## config.mk

```make
export PLATFORM = sky130hd
export DESIGN_NAME = hazard_ctrl_flat
export DESIGN_NICKNAME = d
export VERILOG_FILES = /design/src/rtl/hazard_ctrl_if.sv /design/src/rtl/hazard_ctrl.sv /design/src/flat_wrapper.sv
export SDC_FILE = /design/constraint.sdc
export NUM_CORES = 1
export LEC_CHECK = 0
export CAP_MARGIN = 20
export CORE_MARGIN = 2
export CORE_UTILIZATION = 35
export CTS_CLUSTER_DIAMETER = 30
export CTS_CLUSTER_SIZE = 14
export DETAILED_ROUTE_END_ITERATION = 8
export SYNTH_ARGS = -nofsm -noshare
export SYNTH_HDL_FRONTEND = slang
export SYNTH_SLANG_ARGS = --single-unit
```

## constraint.sdc

```tcl
create_clock -name clk -period 2.65 [get_ports clk]
set_input_delay 0.53 -clock clk [delete_from_list [all_inputs] [get_ports clk]]
set_output_delay 0.53 -clock clk [all_outputs]
set_load 0.02 [all_outputs]
```

## src/rtl/hazard_ctrl_if.sv

```systemverilog
// hazard_ctrl_if -- bundle between the pipeline datapath and the hazard
// controller.
//   master : datapath side. Drives the decode-stage register fields, branch_E
//            and mem_busy_M. Receives the stall, flush and forward selects and
//            the performance counters.
//   slave  : hazard_ctrl side, with the opposite directions.
// M = register address width, C = performance counter width.
interface hazard_ctrl_if #(
   parameter int M = 4,
   parameter int C = 16
);
   logic [M-1:0] regAD, regBD, regScr_D;
   logic         regw_D, regmem_D, branch_E, mem_busy_M;
   logic         stall_F, stall_D, flush_D, flush_E;
   logic [1:0]   fwdA_E, fwdB_E;
   logic [C-1:0] stall_cnt, lduse_cnt;

   modport master (
      output regAD, regBD, regScr_D, regw_D, regmem_D, branch_E, mem_busy_M,
      input  stall_F, stall_D, flush_D, flush_E, fwdA_E, fwdB_E,
             stall_cnt, lduse_cnt
   );

   modport slave (
      input  regAD, regBD, regScr_D, regw_D, regmem_D, branch_E, mem_busy_M,
      output stall_F, stall_D, flush_D, flush_E, fwdA_E, fwdB_E,
             stall_cnt, lduse_cnt
   );
endinterface

```

## src/rtl/hazard_ctrl.sv

```systemverilog
// hazard_ctrl -- hazard and forwarding controller for the 5-stage pipeline.
// It keeps a shadow copy of the E/M/W destination and control state and
// advances it in lock-step with the datapath registers. From that state and
// the current decode inputs it produces, combinationally, the stall, flush
// and operand-forward selects. It also keeps saturating counters for stall
// cycles and load-use bubbles.
// Ports:
//   clk : rising-edge clock
//   rst : synchronous active-high reset; clears all shadow state and counters
//   hz  : hazard_ctrl_if.slave (decode fields, branch_E, mem_busy_M in;
//         stall_F/D, flush_D/E, fwdA/B_E, stall_cnt, lduse_cnt out)

// Operand forward select for one execute-stage source.
// 10 = M result, 01 = W result, 00 = register file. M is checked first
// because it holds the newer value.
module hazard_fwd_sel #(
   parameter int M = 4
) (
   input  logic [M-1:0] src_E,
   input  logic [M-1:0] dst_M,
   input  logic         regw_M,
   input  logic [M-1:0] dst_W,
   input  logic         regw_W,
   output logic [1:0]   fwd
);
   always_comb begin
      fwd = 2'b00;
      if (regw_M && (dst_M == src_E))
         fwd = 2'b10;
      else if (regw_W && (dst_W == src_E))
         fwd = 2'b01;
   end
endmodule

module hazard_ctrl #(
   parameter int M = 4,
   parameter int C = 16
) (
   input logic           clk,
   input logic           rst,
   hazard_ctrl_if.slave  hz
);
   typedef struct packed {
      logic [M-1:0] src_a;
      logic [M-1:0] src_b;
      logic [M-1:0] dst;
      logic         regw;
      logic         regmem;
   } e_stage_t;

   typedef struct packed {
      logic [M-1:0] dst;
      logic         regw;
   } wb_stage_t;

   localparam logic [C-1:0] CNT_MAX = '1;

   e_stage_t        e_q;
   wb_stage_t       m_q, w_q;
   logic [C-1:0]    stall_cnt_q, lduse_cnt_q;
   logic            lduse, stall, flush_e, lduse_bubble;
   logic [1:0][M-1:0] src_e;
   logic [1:0][1:0]   fwd;

   // Both sources are always compared, even if the consumer ignores one;
   // a spurious bubble costs a cycle but never corrupts data.
   assign lduse = e_q.regw & e_q.regmem &
                  ((e_q.dst == hz.regAD) | (e_q.dst == hz.regBD));

   // Memory wait freezes everything. A taken branch squashes the consumer,
   // so it overrides the load-use stall.
   assign stall        = hz.mem_busy_M | (lduse & ~hz.branch_E);
   assign flush_e      = (hz.branch_E | lduse) & ~hz.mem_busy_M;
   assign lduse_bubble = lduse & ~hz.branch_E & ~hz.mem_busy_M;

   assign hz.stall_F   = stall;
   assign hz.stall_D   = stall;
   assign hz.flush_D   = hz.branch_E & ~hz.mem_busy_M;
   assign hz.flush_E   = flush_e;
   assign hz.stall_cnt = stall_cnt_q;
   assign hz.lduse_cnt = lduse_cnt_q;

   assign src_e[0] = e_q.src_a;
   assign src_e[1] = e_q.src_b;

   generate
      for (genvar op = 0; op < 2; op++) begin : g_fwd
         hazard_fwd_sel #(.M(M)) u_fwd (
            .src_E  (src_e[op]),
            .dst_M  (m_q.dst),
            .regw_M (m_q.regw),
            .dst_W  (w_q.dst),
            .regw_W (w_q.regw),
            .fwd    (fwd[op])
         );
      end
   endgenerate

   assign hz.fwdA_E = fwd[0];
   assign hz.fwdB_E = fwd[1];

   always_ff @(posedge clk) begin
      if (rst) begin
         e_q         <= '0;
         m_q         <= '0;
         w_q         <= '0;
         stall_cnt_q <= '0;
         lduse_cnt_q <= '0;
      end else begin
         if (!hz.mem_busy_M) begin
            w_q <= m_q;
            m_q <= wb_stage_t'{dst: e_q.dst, regw: e_q.regw};
            // A flushed E entry is all zeros, so it can neither forward
            // nor trigger a load-use stall.
            if (flush_e)
               e_q <= '0;
            else
               e_q <= e_stage_t'{src_a:  hz.regAD,
                                 src_b:  hz.regBD,
                                 dst:    hz.regScr_D,
                                 regw:   hz.regw_D,
                                 regmem: hz.regmem_D};
         end
         if (stall && (stall_cnt_q != CNT_MAX))
            stall_cnt_q <= stall_cnt_q + C'(1);
         if (lduse_bubble && (lduse_cnt_q != CNT_MAX))
            lduse_cnt_q <= lduse_cnt_q + C'(1);
      end
   end
endmodule

```

## src/flat_wrapper.sv

```systemverilog
// flat-port wrapper written by rule: the top's interface ports become plain ports
module hazard_ctrl_flat 
#(
   parameter int M = 4,
   parameter int C = 16
)
  (clk, rst, hz_regAD, hz_regBD, hz_regScr_D, hz_regw_D, hz_regmem_D, hz_branch_E, hz_mem_busy_M, hz_stall_F, hz_stall_D, hz_flush_D, hz_flush_E, hz_fwdA_E, hz_fwdB_E, hz_stall_cnt, hz_lduse_cnt);
  hazard_ctrl_if #(.M(M), .C(C)) hz_i ();
  input logic clk;
  input logic rst;
  input wire logic [$bits(hz_i.regAD)-1:0] hz_regAD;
  input wire logic [$bits(hz_i.regBD)-1:0] hz_regBD;
  input wire logic [$bits(hz_i.regScr_D)-1:0] hz_regScr_D;
  input wire logic [$bits(hz_i.regw_D)-1:0] hz_regw_D;
  input wire logic [$bits(hz_i.regmem_D)-1:0] hz_regmem_D;
  input wire logic [$bits(hz_i.branch_E)-1:0] hz_branch_E;
  input wire logic [$bits(hz_i.mem_busy_M)-1:0] hz_mem_busy_M;
  output wire logic [$bits(hz_i.stall_F)-1:0] hz_stall_F;
  output wire logic [$bits(hz_i.stall_D)-1:0] hz_stall_D;
  output wire logic [$bits(hz_i.flush_D)-1:0] hz_flush_D;
  output wire logic [$bits(hz_i.flush_E)-1:0] hz_flush_E;
  output wire logic [$bits(hz_i.fwdA_E)-1:0] hz_fwdA_E;
  output wire logic [$bits(hz_i.fwdB_E)-1:0] hz_fwdB_E;
  output wire logic [$bits(hz_i.stall_cnt)-1:0] hz_stall_cnt;
  output wire logic [$bits(hz_i.lduse_cnt)-1:0] hz_lduse_cnt;
  assign hz_i.regAD = hz_regAD;
  assign hz_i.regBD = hz_regBD;
  assign hz_i.regScr_D = hz_regScr_D;
  assign hz_i.regw_D = hz_regw_D;
  assign hz_i.regmem_D = hz_regmem_D;
  assign hz_i.branch_E = hz_branch_E;
  assign hz_i.mem_busy_M = hz_mem_busy_M;
  assign hz_stall_F = hz_i.stall_F;
  assign hz_stall_D = hz_i.stall_D;
  assign hz_flush_D = hz_i.flush_D;
  assign hz_flush_E = hz_i.flush_E;
  assign hz_fwdA_E = hz_i.fwdA_E;
  assign hz_fwdB_E = hz_i.fwdB_E;
  assign hz_stall_cnt = hz_i.stall_cnt;
  assign hz_lduse_cnt = hz_i.lduse_cnt;
  hazard_ctrl #(.M(M), .C(C)) u_core (.clk(clk), .rst(rst), .hz(hz_i));
endmodule
```

Yosys cells after proc, flatten, opt, wreduce, memory -nomap -nowiden --
Cells that the tools add are included. W data, S select, Z words.
Word-level totals: register bits 56, bits of input ports 18
Cells by class: add/subtract/negate cells 2, equal/unequal tests 8, multiplexer cells 5, bitwise gates (word level) 11, reductions and logical operators 6
Operator list (count):
- $add A16 B1 Y16 const B | 2
- $ne A16 B16 Y1 const B | 2
- $eq A4 B4 Y1 | 6
- $mux W14 | 1
- $and A1 B1 Y1 | 6
- $logic_and A1 B1 Y1 | 6
- $mux W2 | 2
- $or A1 B1 Y1 | 3
- $mux W1 | 2
- $not A1 Y1 | 2

Logic depth before layout (Yosys ltp) --
Gate-level depths: netlist of the first run.
depth in word-level cells 6, mapped depth 8

By module --
From an unflattened synthesis of the first run, not the netlist that was laid out.
Unflattened totals: cell total of the unflattened synthesis 308, area total of the unflattened synthesis 2723.9 sq um
Modules (own cells, without submodules):
- hazard_ctrl | times used 1, cells an instance 276, area an instance 2493.6 sq um
- hazard_fwd_sel | times used 2, cells an instance 16, area an instance 115.1 sq um

Worst setup path after synthesis of the first run --
Ideal clock, no wire load.
path type input to output, from in hz_regAD[1], to out hz_stall_F, arrival time 1.657 ns, slack 0.463 ns, stages 6, cell sequence xnor2_1 nand4_2 a21oi_2 or2_1 clkbuf_2 buf_4
Between the ends: longest elaborated chain between the ends 5
Ends and longest elaborated chain:
- start: declaration | line flat_wrapper.sv:11 | input wire logic [$bits(hz_i.regAD)-1:0] hz_regAD;
- $eq A4 B4 Y1 | line hazard_ctrl.sv:68 | ((e_q.dst == hz.regAD) | (e_q.dst == hz.regBD));
- $or A1 B1 Y1 | line hazard_ctrl.sv:68
- $and A1 B1 Y1 | line hazard_ctrl.sv:67 | assign lduse = e_q.regw & e_q.regmem &
- $and A1 B1 Y1 | line hazard_ctrl.sv:72 | assign stall = hz.mem_busy_M | (lduse & ~hz.branch_E);
- $or A1 B1 Y1 | line hazard_ctrl.sv:72
- end: declaration | line flat_wrapper.sv:18 | output wire logic [$bits(hz_i.stall_F)-1:0] hz_stall_F;
No other way between the ends.

Final worst setup path of the first run --
from in hz_regBD[3], to out hz_stall_D
Between the ends: longest elaborated chain between the ends 5
Ends and longest elaborated chain:
- start: declaration | line flat_wrapper.sv:12 | input wire logic [$bits(hz_i.regBD)-1:0] hz_regBD;
- $eq A4 B4 Y1 | line hazard_ctrl.sv:68
- $or A1 B1 Y1 | line hazard_ctrl.sv:68
- $and A1 B1 Y1 | line hazard_ctrl.sv:67
- $and A1 B1 Y1 | line hazard_ctrl.sv:72
- $or A1 B1 Y1 | line hazard_ctrl.sv:72
- end: declaration | line flat_wrapper.sv:19 | output wire logic [$bits(hz_i.stall_D)-1:0] hz_stall_D;
No other way between the ends.

==> results.json, run 1 <==
{
  "cts-root-buf": "clkbuf_8",
  "slew_viol_final": 0,
  "synth.largest_area_cell": "dfxtp_1",
  "synth_edf_count": 0,
  "vias": 2408,
  "finalHoldViolCount": 0,
  "pre_cts_ws_ns": -0.2850,
  "layout.nets": 402,
  "synth_cells": 323,
  "initialDrtViolationCount": 86,
  "grt_pass1_vias": 2386,
  "layout_min_cycle_time_ns": 2.536,
  "ctsLongestPathBuffers": 2,
  "numCtsBuffers": 5,
  "p_int_w": 0.001213,
  "relSlewSlack": 0.6715,
  "synthTopCellsByArea": "dfxtp_1 (39%), xnor2_1 (9.8%), nor2_1 (5.0%), nand2_1 (4.6%), xor2_1 (4.3%)",
  "crit_fanout": 3,
  "routabilityCongestion": 0.8359,
  "placed_cell_area_um2": 3558,
  "synth_top_area_share": 0.3926,
  "yosysSeqAreaShare": 0.3926,
  "crit_arrival_ns": 2.01,
  "wl_um": 6573,
  "peakVddDrop_mv": 0.2462,
  "share_comb_of_total_power": 0.093,
  "hpwl_um": 4780,
  "track_usage": 0.1573,
  "viasPerCell": 4.965,
  "final_core_util": 0.4726,
  "r2r_setup_slack_ns": 0.52,
  "clkLatencyLatePin_ns": 0.30,
  "wl_per_cell_um": 13.55,
  "postLayoutCellArea_um2": 3690,
  "p_sw_frac": 0.2347,
  "crit_type": "input port to output port",
  "rows": 32,
  "async_flop_share": 0,
  "grt_pass1_wl_um": 11350,
  "fin_cells": 485,
  "clk_pin_slew_worst_paths_ns": 0.10,
  "die_h_um": 94.32,
  "max_freq_mhz": 394.4,
  "syn_nets": 343,
  "synthFlopType": "dfxtp_1",
  "antenna_found_initial": 0,
  "setup_slack_ns": 0.1142,
  "worstPathRequired_ns": 2.12,
  "end_kind": "output port",
  "power_density_nw_per_um2": 429.7,
  "yosysUniqueCellTypes": 43,
  "synth_common_cells": "dfxtp_1 (56), nor2_1 (38), nand2_1 (35), xnor2_1 (32), a21oi_1 (16)",
  "start_kind": "input port",
  "drc_errors": 0,
  "synth.most_common_cell": "dfxtp_1",
  "max_cap_viol_count": 0,
  "drive_gt1_frac": 0.1097,
  "netSwitchingPower_w": 0.0003722,
  "leakage_nw": 1.330,
  "drtPass1Iterations": 4,
  "clkPwrFrac": 0.357,
  "cts.sinks": 56,
  "core-area_um2": 7807,
  "hold_path.class": "flip-flop to flip-flop",
  "finalCritPeriodShare": 0.9569,
  "grt_max_degree": 29,
  "mappedNetlistArea_um2": 2855,
  "overflow": 0,
  "tightest_slew_ns": 0.4928,
  "port_buffers": 57,
  "io_pins": 58,
  "place_inst": 477,
  "p_seq_frac": 0.550,
  "status": "completed",
  "ys_ff_latch": 56,
  "yosys_warnings": 0,
  "dieArea_um2": 8896,
  "clock_skew_ns": 0.004842,
  "setup_viol": 0,
  "ant_nets": 0,
  "die_w_um": 94.32,
  "p_total_w": 0.001586,
  "htreeDepth": 2,
  "num_antenna_cells": 0,
  "cts_tree": "yes",
  "syn2layout_area_growth_pct": 29.23,
  "initial_core_util": 0.3657,
  "syn_area_per_cell_um2": 8.840
}
## cell type report
class | instances | area [µm²]
Multi-Input combinational cell | 247 | 1662
Sequential cell | 56 | 1121
Inverter | 2 | 7.507
Clock buffer | 5 | 68.82
Tap cell | 102 | 127.6
Fill cell | 804 | 4118
Timing Repair Buffer | 70 | 655.6
Clock inverter | 3 | 47.55
## per-stage QoR
stage | setup TNS [ns] | hold slack, ns
final | 0 | 0.4844
after global placement | -1.167 | 0.4738
after global routing | -0.01511 | 0.5216
after floorplan | 0 | 0.4550
after detailed placement | -1.149 | 0.4701
after CTS | 0 | 0.4856
## layer usage
| layer | track usage | vias up | wire [µm] |
|---|---|---|---|
| met5 | 0 | - | 0 |
| met2 | 0.2744 | 32 | 3132 |
| met4 | 0.03261 | 0 | 59 |
| met3 | 0.02648 | 4 | 186 |
| li1 | - | 1246 | - |
| met1 | 0.2047 | 1126 | 3195 |
## state kept, by name, indices dropped and copies added, names as in the netlist
register / flops
u_core.m_q: 5
u_core.e_q: 14
u_core.hz.lduse_cnt: 16
u_core.hz.stall_cnt: 16
u_core.w_q: 5
## cell families (layout without fill, tap and decap cells)
family,after synthesis,count (layout),synth area share
XOR/XNOR,46,46,0.1411
adder cells (fa/ha/maj),2,2,0.008763
buffers and inverters,20,80,0.03155
flip-flops,56,56,0.3926
AND/OR/NAND/NOR,151,151,0.3002
AO/OA/AOI/OAI,36,36,0.08283
multiplexers,12,12,0.04295
## path summary, 6_finish.rpt
kind	cells after the start	to	startpoint
worst max-delay path	6	hz_stall_D	hz_regBD[3]
worst min-delay path	2	u_core.e_q[0]	u_core.e_q[0]
worst max register to register	7	u_core.hz.stall_cnt[13]	u_core.e_q[5]
worst min register to register	2	u_core.e_q[0]	u_core.e_q[0]
## what timing repair did
action                                  CTS  global route
buffers inserted                          0             0
pin swaps                                 0             2
resized for setup                         8             4
endpoints found under the setup margin    3             3
hold buffers                              0             0
## cells in the final DEF (no fill, tap or decap), drive strengths merged, types with 2 or more instances in the layout
cell type / instances
nand3b: 15
and4: 5
clkbuf: 6
nor4: 5
ha: 2
o211ai: 3
and2: 4
inv: 2
xor2: 14
o21ai: 6
or4: 4
nand3: 7
clkinv: 2
nor4b: 4
buf: 15
nor2b: 9
clkdlybuf4s15: 2
nand4: 6
dfxtp: 56
mux2i: 10
o2111ai: 4
a21oi: 17
nor3: 9
clkdlybuf4s50: 52
a31oi: 3
mux2: 2
xnor2: 32
nor2: 38
a311oi: 2
nand2: 35
and3: 7
## worst max-delay path, cell delays in order
cell	delay (ns)
clkdlybuf4s50_1	0.53
xnor2_2	0.13
nand4_1	0.17
a21oi_2	0.24
or2_4	0.16
clkdlybuf4s15_2	0.25
## power by group through the flow
stage               registers (W)  clock network [W]  logic [W]
finish                   0.000871           0.000567   0.000147
floorplan                0.000890                  0  0.0000822
detailed placement       0.000891                  0   0.000147
CTS                      0.000871           0.000591   0.000147
global route             0.000874           0.000624   0.000162
global placement         0.000891                  0   0.000147
(Power assumes the default switching activity.)
==> inputs of run 2 (changes only) <==
==> constraint.sdc (replaced) <==
create_clock -name clk -period 2.65 [get_ports clk]
set_input_delay 0.3975 -clock clk [delete_from_list [all_inputs] [get_ports clk]]
set_output_delay 0.3975 -clock clk [all_outputs]
set_load 0.02 [all_outputs]
==> results.json, run 2 (same netlist as run 1, synthesis figures left out) <==
{
  "p_total_w": 0.001494,
  "track_usage": 0.1540,
  "r2r.worst_path.cells": 7,
  "htreeDepth": 2,
  "cp-startpoint": "hz_regAD[3]",
  "layout.nets": 399,
  "drtPass1Iterations": 6,
  "cpPeakStageDelay_ns": 0.45,
  "drive_gt1_frac": 0.08158,
  "setup_tns_ns": 0,
  "die_h_um": 94.32,
  "crit_arrival_ns": 2.00,
  "cts_setup_buffers": 0,
  "antenna_found_initial": 0,
  "dieArea_um2": 8896,
  "viasPerCell": 5.037,
  "setup_slack_ns": 0.2547,
  "crit_type": "input port to output port",
  "power_density_nw_per_um2": 412.4,
  "worstReg2RegStart": "u_core.e_q[5]",
  "finalCritPeriodShare": 0.9039,
  "status": "completed",
  "cts-root-buf": "clkbuf_8",
  "end_kind": "output port",
  "final_common_cell": "dfxtp_1",
  "clock_skew_ns": 0.005725,
  "crit_fanout": 3,
  "die_w_um": 94.32,
  "cts_resized": 3,
  "clkLatencyLatePin_ns": 0.30,
  "grt_pass1_wl_um": 10950,
  "r2r-end": "u_core.hz.stall_cnt[9]",
  "postLayoutCellArea_um2": 3622,
  "port_buffers": 57,
  "numCtsBuffers": 5,
  "max_cap_viol_count": 0,
  "syn2layout_area_growth_pct": 26.86,
  "tightest_slew_ns": 0.4042,
  "relSlewSlack": 0.7306,
  "min_from": "rst",
  "cts_tree": "yes",
  "hold_path.class": "input port to flip-flop",
  "pre_cts_ws_ns": -0.02305,
  "hold_end": "u_core.hz.stall_cnt[4]",
  "initialDrtViolationCount": 98,
  "ctsLongestPathBuffers": 2,
  "grt_pass1_vias": 2310,
  "hpwl_um": 4815,
  "crit_slowest_cell": "clkdlybuf4s50_1",
  "rows": 32,
  "slew_viol_final": 0,
  "routabilityCongestion": 0.8202,
  "layout_common_cells": "dfxtp_1 (56), clkdlybuf4s50_1 (52), nor2_1 (38)",
  "rsz0062_at_grt": "no",
  "cp_cell_sequence": "clkdlybuf4s50_1, xnor2_1, nand4_2, a21oi_2, or2_1, dlygate4sd2_1",
  "setup_viol": 0,
  "layout_min_cycle_time_ns": 2.395,
  "grt_max_degree": 27,
  "drc_errors": 0,
  "r2r_setup_slack_ns": 0.53,
  "wl_um": 6594,
  "overflow": 0,
  "core-area_um2": 7807,
  "vias": 2428,
  "max_freq_mhz": 417.5,
  "wl_per_cell_um": 13.68,
  "leakage_nw": 1.297,
  "fin_cells": 482,
  "io_pins": 58,
  "holdBufCountCts": 0,
  "clk_pin_slew_worst_paths_ns": 0.09,
  "start_kind": "input port",
  "initial_core_util": 0.3657,
  "place_inst": 474,
  "worstPathRequired_ns": 2.25,
  "num_antenna_cells": 0,
  "peakVddDrop_mv": 0.2032,
  "placed_cell_area_um2": 3536,
  "cts.sinks": 56,
  "finalHoldViolCount": 0,
  "min_path_cells": 2,
  "ant_nets": 0
}
[run 2: area by class of cell]
cell class	instances	area (µm²)
fill	799	4185
inverter	2	7.507
multi-input combinational	247	1644
clock buffer	8	90.09
timing repair buffer	67	631.9
tap	102	127.6
sequential	56	1121
[run 2: worst max-delay path by stage]
stage | end | slack, ns | cells past startpoint
after CTS | hz_stall_D | 0.24 | 6
after global placement | hz_stall_D | -0.04 | 6
after global routing | hz_stall_D | 0.13 | 6
after detailed placement | hz_stall_D | -0.02 | 6
after floorplan | u_core.hz.lduse_cnt[10] | 0.60 | 8
final | hz_stall_D | 0.25 | 6
[run 2: critical path: cells and delay by family]
family | cells | cell delay [ns]
buffers and inverters | 2 | 0.79
XOR/XNOR | 1 | 0.23
AND/OR/NAND/NOR | 2 | 0.35
AO/OA/AOI/OAI | 1 | 0.23
[run 2: power by group]
group          total, W  switching (W)  internal (W)
clock          0.000479       0.000265      0.000214
sequential     0.000871      0.0000166      0.000854
combinational  0.000144      0.0000725     0.0000713
[run 2: per-stage QoR]
step	util	hold WS, ns
finish	0.4639	0.4838
global route	0.4639	0.4919
CTS	0.4639	0.4782
detailed placement	0.4529	0.4731
global placement	0.4529	0.4730
floorplan	-	0.4550
[run 2: routing by layer]
layer	track usage	vias up	share of wire
met2	0.2595	39	0.49
met3	0.03210	5	0.032
met5	0	-	0
met1	0.2029	1151	0.47
li1	-	1233	-
met4	0.03502	0	0.0070
==> inputs of run 3 (changes only) <==
--- a/config.mk
+++ b/config.mk
@@ -6,6 +6,7 @@
 export NUM_CORES = 1
 export LEC_CHECK = 0
 export CAP_MARGIN = 20
+export CORE_ASPECT_RATIO = 0.6
 export CORE_MARGIN = 2
 export CORE_UTILIZATION = 35
 export CTS_CLUSTER_DIAMETER = 30
==> results.json, run 3 (same netlist as run 1, synthesis figures left out) <==
{
  "pre_cts_ws_ns": -0.04324,
  "layout.nets": 397,
  "slew_viol_final": 0,
  "r2r-end": "u_core.hz.lduse_cnt[6]",
  "cts_setup_buffers": 0,
  "setup_tns_ns": 0,
  "critPathBufInv": 2,
  "initial_core_util": 0.3622,
  "rows": 25,
  "end_kind": "output port",
  "hpwl_um": 4694,
  "setup_slack_ns": 0.1979,
  "peakVddDrop_mv": 0.2898,
  "cp_cell_sequence": "clkdlybuf4s50_1, xnor2_1, nand4_1, a21oi_2, or2_1, dlygate4sd2_1",
  "core-area_um2": 7883,
  "hold_path.class": "flip-flop to flip-flop",
  "drc_errors": 0,
  "layout_common_cells": "dfxtp_1 (56), clkdlybuf4s50_1 (52), nor2_1 (38)",
  "clkLatencyLatePin_ns": 0.30,
  "leakage_nw": 1.342,
  "finalHoldViolCount": 0,
  "cpPeakStageDelay_ns": 0.53,
  "htreeDepth": 2,
  "ant_nets": 0,
  "track_usage": 0.1521,
  "numCtsBuffers": 5,
  "initialDrtViolationCount": 75,
  "setup_viol": 0,
  "syn2layout_area_growth_pct": 29.97,
  "max_freq_mhz": 407.8,
  "wl_um": 6675,
  "relSlewSlack": 0.5403,
  "worstPathRequired_ns": 2.25,
  "die_h_um": 73.96,
  "overflow": 0,
  "rsz0062_at_grt": "no",
  "wl_per_cell_um": 13.73,
  "ctsLongestPathBuffers": 2,
  "power_density_nw_per_um2": 489.9,
  "clock_skew_ns": 0.007865,
  "min_from": "u_core.e_q[0]",
  "hold_end": "u_core.e_q[0]",
  "final_common_cell": "dfxtp_1",
  "grt_pass1_vias": 2189,
  "die_w_um": 120.6,
  "drive_gt1_frac": 0.08201,
  "r2r.worst_path.cells": 7,
  "cts-root-buf": "clkbuf_16",
  "r2r_setup_slack_ns": 0.51,
  "crit_arrival_ns": 2.05,
  "antenna_found_initial": 0,
  "crit_fanout": 3,
  "cts_tree": "yes",
  "min_path_cells": 2,
  "clk_pin_slew_worst_paths_ns": 0.07,
  "tightest_slew_ns": 0.6895,
  "p_total_w": 0.001818,
  "vias": 2400,
  "fill_cells": 796,
  "finalCritPeriodShare": 0.9253,
  "worstReg2RegStart": "u_core.e_q[5]",
  "start_kind": "input port",
  "dieArea_um2": 8920,
  "crit_type": "input port to output port",
  "layout_min_cycle_time_ns": 2.452,
  "holdBufCountCts": 0,
  "drtPass1Iterations": 5,
  "port_buffers": 57,
  "num_antenna_cells": 0,
  "io_pins": 58,
  "status": "completed",
  "routabilityCongestion": 0.7493,
  "critPathTopFamily": "buffers and inverters",
  "viasPerCell": 4.938,
  "cts.sinks": 56,
  "grt_max_degree": 39,
  "max_cap_viol_count": 0,
  "crit_slowest_cell": "clkdlybuf4s50_1",
  "grt_pass1_wl_um": 10660
}
-- run 3: changes by cell type in the layout (fill, tap and decap cells not counted), moves of 2 or more --
cell	before	now
buf_4	10	8
clkbuf_1	2	0
clkbuf_16	0	5
clkbuf_8	6	2
-- run 3: area by class of cell --
type / count / area (µm²) / share of cell area
Multi-Input combinational cell: 247 / 1644 / 0.4430
Sequential cell: 56 / 1121 / 0.3021
Timing Repair Buffer: 65 / 620.6 / 0.1672
Clock buffer: 7 / 152.6 / 0.04113
Tap cell: 108 / 135.1 / 0.03641
Clock inverter: 1 / 30.03 / 0.008092
Inverter: 2 / 7.507 / 0.002023
-- run 3: through the flow --
stage / instance area [µm²] / util / instances / hold slack [ns]
after CTS: 3709 / 0.4705 / 486 / 0.4888
after global routing: 3711 / 0.4708 / 486 / 0.5113
final: 3711 / 0.4708 / 486 / 0.4903
after detailed placement: 3528 / 0.4476 / 478 / 0.4779
after floorplan: 2855 / - / 323 / 0.4550
after global placement: 3528 / 0.4476 / 478 / 0.4697
-- run 3: routing by layer --
metal | global-route usage | vias to the layer above | part of all wire
li1 | - | 1236 | -
met1 | 0.2176 | 1117 | 0.53
met2 | 0.2191 | 39 | 0.41
met3 | 0.04755 | 8 | 0.042
met4 | 0.04780 | 0 | 0.014
met5 | 0 | - | 0
-- run 3: worst reg2reg max path: stages (launching register included) --
cell	delay [ns]
dfxtp_1	0.42
xnor2_1	0.17
nand4_1	0.21
buf_4	0.19
a211o_4	0.43
nor4_1	0.36
xnor2_1	0.17
nor2_1	0.05
-- run 3: power breakdown --
group,internal [W],total (W),switching [W]
clock,0.000498,0.000803,0.000305
combinational,0.0000696,0.000144,0.0000741
sequential,0.000854,0.000871,0.0000168
-- run 3: worst max path at each step --
stage                                 from                      end  slack [ns]  cells after the start
floorplan           u_core.hz.lduse_cnt[0]  u_core.hz.lduse_cnt[10]        0.60                      8
global placement               hz_regBD[3]               hz_stall_D       -0.06                      6
detailed placement             hz_regBD[3]               hz_stall_D       -0.04                      6
CTS                            hz_regBD[3]               hz_flush_E        0.02                      7
global route                   hz_regBD[3]               hz_stall_D        0.12                      6
finish                         hz_regBD[3]               hz_stall_D        0.20                      6
-- run 3: repair_timing --
item,in CTS,in global routing
endpoints found under the hold margin,0,0
endpoints found under the setup margin,2,1
gates resized for setup,2,1
